## src/rtl/instr_fetch_unit.sv

```systemverilog
// instr_fetch_unit
//   IF-stage requester for a combinational instruction ROM. Owns the PC,
//   drives the ROM address and captures the returned word into the IF/ID
//   pipeline register. Handles stall, branch redirect (with misalignment
//   pulse), 32-bit PC wrap and halting on a run of all-zero words.
//
// Parameters
//   RESET_PC    PC value after reset
//   HALT_ZEROS  consecutive all-zero fetched words that trigger HALT (>=4)
//
// Ports
//   clk           rising-edge clock
//   rst_n         asynchronous active-low reset
//   imem_addr     byte address to instruction ROM (the PC register)
//   imem_instr    word returned by the ROM for imem_addr, same cycle
//   stall         hold PC and IF/ID
//   redirect      branch/jump taken this cycle
//   redirect_pc   redirect target byte address
//   if_id_instr   registered instruction
//   if_id_pc4     registered pc+4 of that instruction
//   if_id_valid   if_id_instr is a real fetch (0 = bubble)
//   misalign_err  one-cycle pulse when a redirect target is not word aligned
//   halted        fetch unit is in HALT
//
// Optional build macro FETCH_PERF_EN adds perf_fetch (captured valid words)
// and perf_bubble (RUN cycles with stall or redirect), both wrapping 32-bit.

module instr_fetch_unit #(
  parameter logic [31:0] RESET_PC   = 32'h0000_0000,
  parameter int          HALT_ZEROS = 8
) (
  input  logic        clk,
  input  logic        rst_n,
  output logic [31:0] imem_addr,
  input  logic [31:0] imem_instr,
  input  logic        stall,
  input  logic        redirect,
  input  logic [31:0] redirect_pc,
  output logic [31:0] if_id_instr,
  output logic [31:0] if_id_pc4,
  output logic        if_id_valid,
  output logic        misalign_err,
  output logic        halted
`ifdef FETCH_PERF_EN
  ,
  output logic [31:0] perf_fetch,
  output logic [31:0] perf_bubble
`endif
);

  localparam int              ZW       = $clog2(HALT_ZEROS + 1);
  localparam logic [ZW-1:0]   HALT_CNT = ZW'(HALT_ZEROS);
  localparam logic [ZW-1:0]   ZERO_MAX = {ZW{1'b1}};

  typedef enum logic [1:0] {
    ST_BOOT = 2'd0,
    ST_RUN  = 2'd1,
    ST_HALT = 2'd2
  } state_t;

  state_t        state_r, state_next_s;
  logic [31:0]   pc_r, pc_next_s;
  logic [31:0]   instr_r, instr_next_s;
  logic [31:0]   pc4_r, pc4_next_s;
  logic          valid_r, valid_next_s;
  logic          misalign_r, misalign_next_s;
  logic          halted_r;
  logic [ZW-1:0] zero_cnt_r, zero_cnt_next_s;
  logic [ZW-1:0] zero_inc_s;
  logic [31:0]   pc_plus4_s;
  logic          fetch_inc_s;
  logic          bubble_inc_s;

  assign pc_plus4_s = pc_r + 32'd4;
  // Saturating increment keeps the counter from wrapping back to zero.
  assign zero_inc_s = (zero_cnt_r == ZERO_MAX) ? zero_cnt_r : zero_cnt_r + {{(ZW-1){1'b0}}, 1'b1};

  // Next-state and next-register computation for the fetch FSM.
  always_comb begin
    state_next_s    = state_r;
    pc_next_s       = pc_r;
    instr_next_s    = instr_r;
    pc4_next_s      = pc4_r;
    valid_next_s    = valid_r;
    zero_cnt_next_s = zero_cnt_r;
    misalign_next_s = 1'b0;
    fetch_inc_s     = 1'b0;
    bubble_inc_s    = 1'b0;
    case (state_r)
      ST_BOOT: begin
        // One idle cycle after reset: PC held, nothing captured.
        state_next_s = ST_RUN;
      end
      ST_RUN: begin
        if (redirect) begin
          // Redirect flushes IF/ID and beats a simultaneous stall.
          pc_next_s       = redirect_pc & 32'hFFFF_FFFC;
          instr_next_s    = 32'h0000_0000;
          valid_next_s    = 1'b0;
          zero_cnt_next_s = {ZW{1'b0}};
          misalign_next_s = |redirect_pc[1:0];
          bubble_inc_s    = 1'b1;
        end else if (stall) begin
          bubble_inc_s = 1'b1;
        end else begin
          pc_next_s    = pc_plus4_s;
          instr_next_s = imem_instr;
          pc4_next_s   = pc_plus4_s;
          valid_next_s = 1'b1;
          fetch_inc_s  = 1'b1;
          if (imem_instr == 32'h0000_0000) begin
            zero_cnt_next_s = zero_inc_s;
            // The word that completes the zero run is still captured.
            if (zero_inc_s == HALT_CNT) begin
              state_next_s = ST_HALT;
            end else begin
              state_next_s = ST_RUN;
            end
          end else begin
            zero_cnt_next_s = {ZW{1'b0}};
          end
        end
      end
      ST_HALT: begin
        if (redirect) begin
          pc_next_s       = redirect_pc & 32'hFFFF_FFFC;
          instr_next_s    = 32'h0000_0000;
          valid_next_s    = 1'b0;
          zero_cnt_next_s = {ZW{1'b0}};
          misalign_next_s = |redirect_pc[1:0];
          state_next_s    = ST_RUN;
        end else begin
          // Stall is irrelevant here; the pipeline just sees bubbles.
          valid_next_s = 1'b0;
        end
      end
      default: begin
        state_next_s = ST_BOOT;
      end
    endcase
  end

  // State and pipeline registers.
  always_ff @(posedge clk or negedge rst_n) begin
    if (!rst_n) begin
      state_r    <= ST_BOOT;
      pc_r       <= RESET_PC;
      instr_r    <= 32'h0000_0000;
      pc4_r      <= 32'h0000_0000;
      valid_r    <= 1'b0;
      misalign_r <= 1'b0;
      halted_r   <= 1'b0;
      zero_cnt_r <= {ZW{1'b0}};
    end else begin
      state_r    <= state_next_s;
      pc_r       <= pc_next_s;
      instr_r    <= instr_next_s;
      pc4_r      <= pc4_next_s;
      valid_r    <= valid_next_s;
      misalign_r <= misalign_next_s;
      halted_r   <= (state_next_s == ST_HALT);
      zero_cnt_r <= zero_cnt_next_s;
    end
  end

  assign imem_addr    = pc_r;
  assign if_id_instr  = instr_r;
  assign if_id_pc4    = pc4_r;
  assign if_id_valid  = valid_r;
  assign misalign_err = misalign_r;
  assign halted       = halted_r;

`ifdef FETCH_PERF_EN
  logic [31:0] perf_fetch_r;
  logic [31:0] perf_bubble_r;

  // Free-running wrap-around event counters.
  always_ff @(posedge clk or negedge rst_n) begin
    if (!rst_n) begin
      perf_fetch_r  <= 32'h0000_0000;
      perf_bubble_r <= 32'h0000_0000;
    end else begin
      if (fetch_inc_s) begin
        perf_fetch_r <= perf_fetch_r + 32'd1;
      end
      if (bubble_inc_s) begin
        perf_bubble_r <= perf_bubble_r + 32'd1;
      end
    end
  end

  assign perf_fetch  = perf_fetch_r;
  assign perf_bubble = perf_bubble_r;
`else
  logic unused_perf_s;
  assign unused_perf_s = fetch_inc_s ^ bubble_inc_s;
`endif

endmodule

```

## config.mk

```make
export PLATFORM = sky130hd
export DESIGN_NAME = instr_fetch_unit
export DESIGN_NICKNAME = d
export VERILOG_FILES = /design/src/rtl/instr_fetch_unit.sv
export SDC_FILE = /design/constraint.sdc
export NUM_CORES = 1
export LEC_CHECK = 0
export BUFFER_PORTS_ARGS = -buffer_cell sky130_fd_sc_hd__buf_4
export CORE_MARGIN = 1
export CORE_UTILIZATION = 46
export CTS_CLUSTER_DIAMETER = 150
export CTS_CLUSTER_SIZE = 40
export DETAILED_ROUTE_END_ITERATION = 6
export HOLD_SLACK_MARGIN = 0.02
export PLACE_DENSITY = 0.78
export SLEW_MARGIN = 20
export SYNTH_ARGS = -nofsm -noshare
export SYNTH_HDL_FRONTEND = slang
export SYNTH_SLANG_ARGS = --single-unit
export TNS_END_PERCENT = 20
```

## constraint.sdc

```tcl
create_clock -name clk -period 1.8 [get_ports clk]
set_input_delay 0.18 -clock clk [delete_from_list [all_inputs] [get_ports clk]]
set_output_delay 0.18 -clock clk [all_outputs]
set_load 0.02 [all_outputs]
```

==> out/qor.csv <==
metric,value,unit
reg2reg_from,state_r[1],
grt_first_pass_wirelength,23200,um
vdd_drop_max,0.539,mV
clkSinkCount,101,
finalCritPeriodShare,103,%
avgSynthCellArea,9.23,um2
antenna_found_initial,0,
synth_area,5210,um2
synth_edf_count,0,
place_hpwl,10600,um
holdCritStartpoint,redirect_pc[2],
synthTopCellsByArea,"dfrtp_1 49%, nand2_1 9.2%, xor2_1 3.9%, nand3_1 3.8%, a21oi_1 3.4%",
overflow,0,
place_ws,-0.0164,ns
cp_max_fo,15,
worstSetupEndpointType,flop,
path_cells,"buf_4, ha_2, nor2_1, buf_4, o22ai_4, buf_8, a21oi_1, a2bb2oi_1",
clock_skew,0.0126,ns
coreArea,10900,um2
clk_transition_reported_paths,0.07,ns
fin_nets,827,
drive_gt1_share,36.9,%
globalplace.congestion,0.833,
io_buffer_count,162,
start_kind,flop,
violations,setup timing,
syn2layout_area_growth,41.9,%
dr.pass1.iters,5,
yosys.area.top_type,dfrtp_1,
synthMostInstantiatedCell,nand2_1,
synth-simple-area-share,23.6,%
drt_wl_total,15100,um
cts_tree,done,
cp.arrival,2.10,ns
first_iter_violations,250,
fp.dieW,108,um
muxShareOfSynthArea,0.216,%
synthArstFlopShare,100,%
ys_warn_count,0,
io_pins,167,
setup_viol,1,
layout.cells.non_filler,898,
rsz0062_at_grt,yes,
slew_viol_final,0,
via_count,5073,
ys_seq_area_share,48.5,%
fin_crit,1.86,ns
slowest_delay,0.43,ns
synthesis.instances,564,
drv_cap,0,
drtAntennaViolNets,0,
worst-path-buf-inv,3,
synth-compound-area-share,16.8,%
cpLargestDelayFamily,buffers and inverters,
cts_max_level,3,
clock_latency,0.35,ns
dp.cells,867,
synth_top_area_share,48.5,%
fmax,537,MHz
cts-root-buf,clkbuf_16,
crit_slowest_cell,dfrtp_1,
grt_usage,25.3,%
hold_viol_final,0,
ys_top_cells_by_count,"128 x nand2_1, 101 x dfrtp_1, 40 x nand3_1",
p_leak,3.53,nW
rows,38,
utilization,67.6,%
crit_type,flop to flop,
stdcell_area,7390,um2
start_util,47.6,%
grt_start_max_net_pins,72,
cts_buffers,9,
fillers,855,
outcome,"complete, but fails checks",
p_per_area,886,nW/um2
synthFlopType,dfrtp_1,
max_slew_margin,66.1,%
grt_pass1_vias,4806,
placed_cell_area,6820,um2
drc_errors,0,
viasPerCell,5.65,
synth-xor-area-share,4.71,%
min-delay-path-class,input pin to flop,
synth_top_family_by_area,simple AND/OR/NAND/NOR gates,
cpMostUsedCell,buf_4,
yosys.area_share.adder,1.44,%
antenna_cells,0,
tightestPinTransition,0.508,ns
wl_per_cell,16.8,um
required,2.04,ns
finalWorstSetupSlack,-0.0628,ns
yosysUniqueCellTypes,54,
startpoint,state_r[1],
ys_ff_latch,101,
die_h,108,um
dieArea,11800,um2
cts_buffer_depth,2,
-- repair_timing --
action,4_1_cts,5_1_grt
endpoints found under the setup margin,5,69
setup buffers,0,10
gates resized for setup,3,21
pin swaps,1,8
hold buffers,1,0
gates cloned,0,4
hold endpoints to repair,34,0
-- path summary, 6_finish.rpt --
kind                            cells past startpoint  slack, ns              end
min in group asynchronous                           2       0.35    if_id_pc4[27]
worst min register to register                      2       0.47  if_id_instr[24]
worst max-delay path                                8      -0.06    imem_addr[21]
worst max register to register                      8      -0.06    imem_addr[21]
worst min-delay path                                3       0.06     imem_addr[2]
max in group asynchronous                           3       0.84    imem_addr[16]
-- layer usage --
metal  routed length (um)  GRT usage [%]  up-vias
met5                    0              0        -
met4                  278           10.4        0
met3                 1140           6.03       19
met2                 7370           42.4      226
met1                 6280           31.3     2448
li1                     -              -     2380
-- power by group --
part           internal, mW  total [mW]  switching (mW)
Sequential             2.54        2.74           0.205
Combinational         0.841        1.85            1.01
Clock                  1.12        1.95           0.831
Total                  4.49        6.54            2.05
-- flip-flops by register name, summed over array words and instances, names as in the netlist --
signal	count
halted	1
if_id_instr	32
if_id_pc4	30
if_id_valid	1
imem_addr	30
misalign_err	1
state_r	2
zero_cnt_r	4
-- final cells by class --
type	instances	area [um2]	area share, %
Sequential cell	101	2530	34.3
Inverter	4	15.0	0.203
Tap cell	140	175	2.37
Timing Repair Buffer	220	1800	24.4
Clock inverter	4	48.8	0.661
Multi-Input combinational cell	417	2560	34.7
Clock buffer	12	246	3.34
-- kinds of logic (layout without fill, tap and decap cells) --
logic type / count (synthesis) / in the layout
flops: 101 / 101
mux: 1 / 1
fa+ha+maj: 6 / 6
compound gates: 138 / 138
xor+xnor: 28 / 28
other cells: 1 / 4
simple gates: 239 / 240
buf+inv: 50 / 240
-- metrics by stage --
step | setup TNS [ns] | total power, mW | hold WS (ns)
finish | -0.0628 | 6.54 | 0.0563
global route | -1.06 | 6.84 | 0.0578
CTS | -0.00421 | 6.53 | 0.0456
detailed placement | -0.0652 | 4.57 | 0.181
global placement | 0 | 4.52 | 0.175
floorplan | 0 | 3.67 | -0.116
-- worst reg2reg max path, delay by kind of cell (launching register included) --
kind,cells,cell delay [ns]
adder cells (fa/ha/maj),1,0.18
AND/OR/NAND/NOR,1,0.17
AO/OA/AOI/OAI,3,0.48
flip-flops,1,0.43
buffers and inverters,3,0.49
-- cell usage in the layout, fill, tap and decap left out, types with 3 or more instances in the layout --
cell | synthesis | routed
ha_1 | 6 | 3
nor2_1 | 17 | 16
conb_1 | 1 | 4
a2bb2oi_1 | 20 | 19
dfrtp_1 | 101 | 96
nand3_1 | 40 | 40
a22oi_1 | 3 | 3
nand4_1 | 7 | 7
xnor2_1 | 5 | 5
dfrtp_2 | 0 | 5
and3_1 | 9 | 8
nand4_4 | 3 | 3
a21oi_1 | 35 | 34
o22ai_1 | 22 | 19
o21ai_0 | 26 | 26
clkbuf_16 | 0 | 12
o22a_1 | 4 | 3
nor4_1 | 5 | 5
buf_4 | 7 | 205
xor2_1 | 23 | 23
o21ai_1 | 11 | 11
nand2_1 | 128 | 127
buf_12 | 0 | 6
nand3_2 | 7 | 7
nor4_2 | 4 | 4
buf_6 | 1 | 4
a31oi_1 | 4 | 4
No activity file was read; power rests on OpenSTA's default activity.
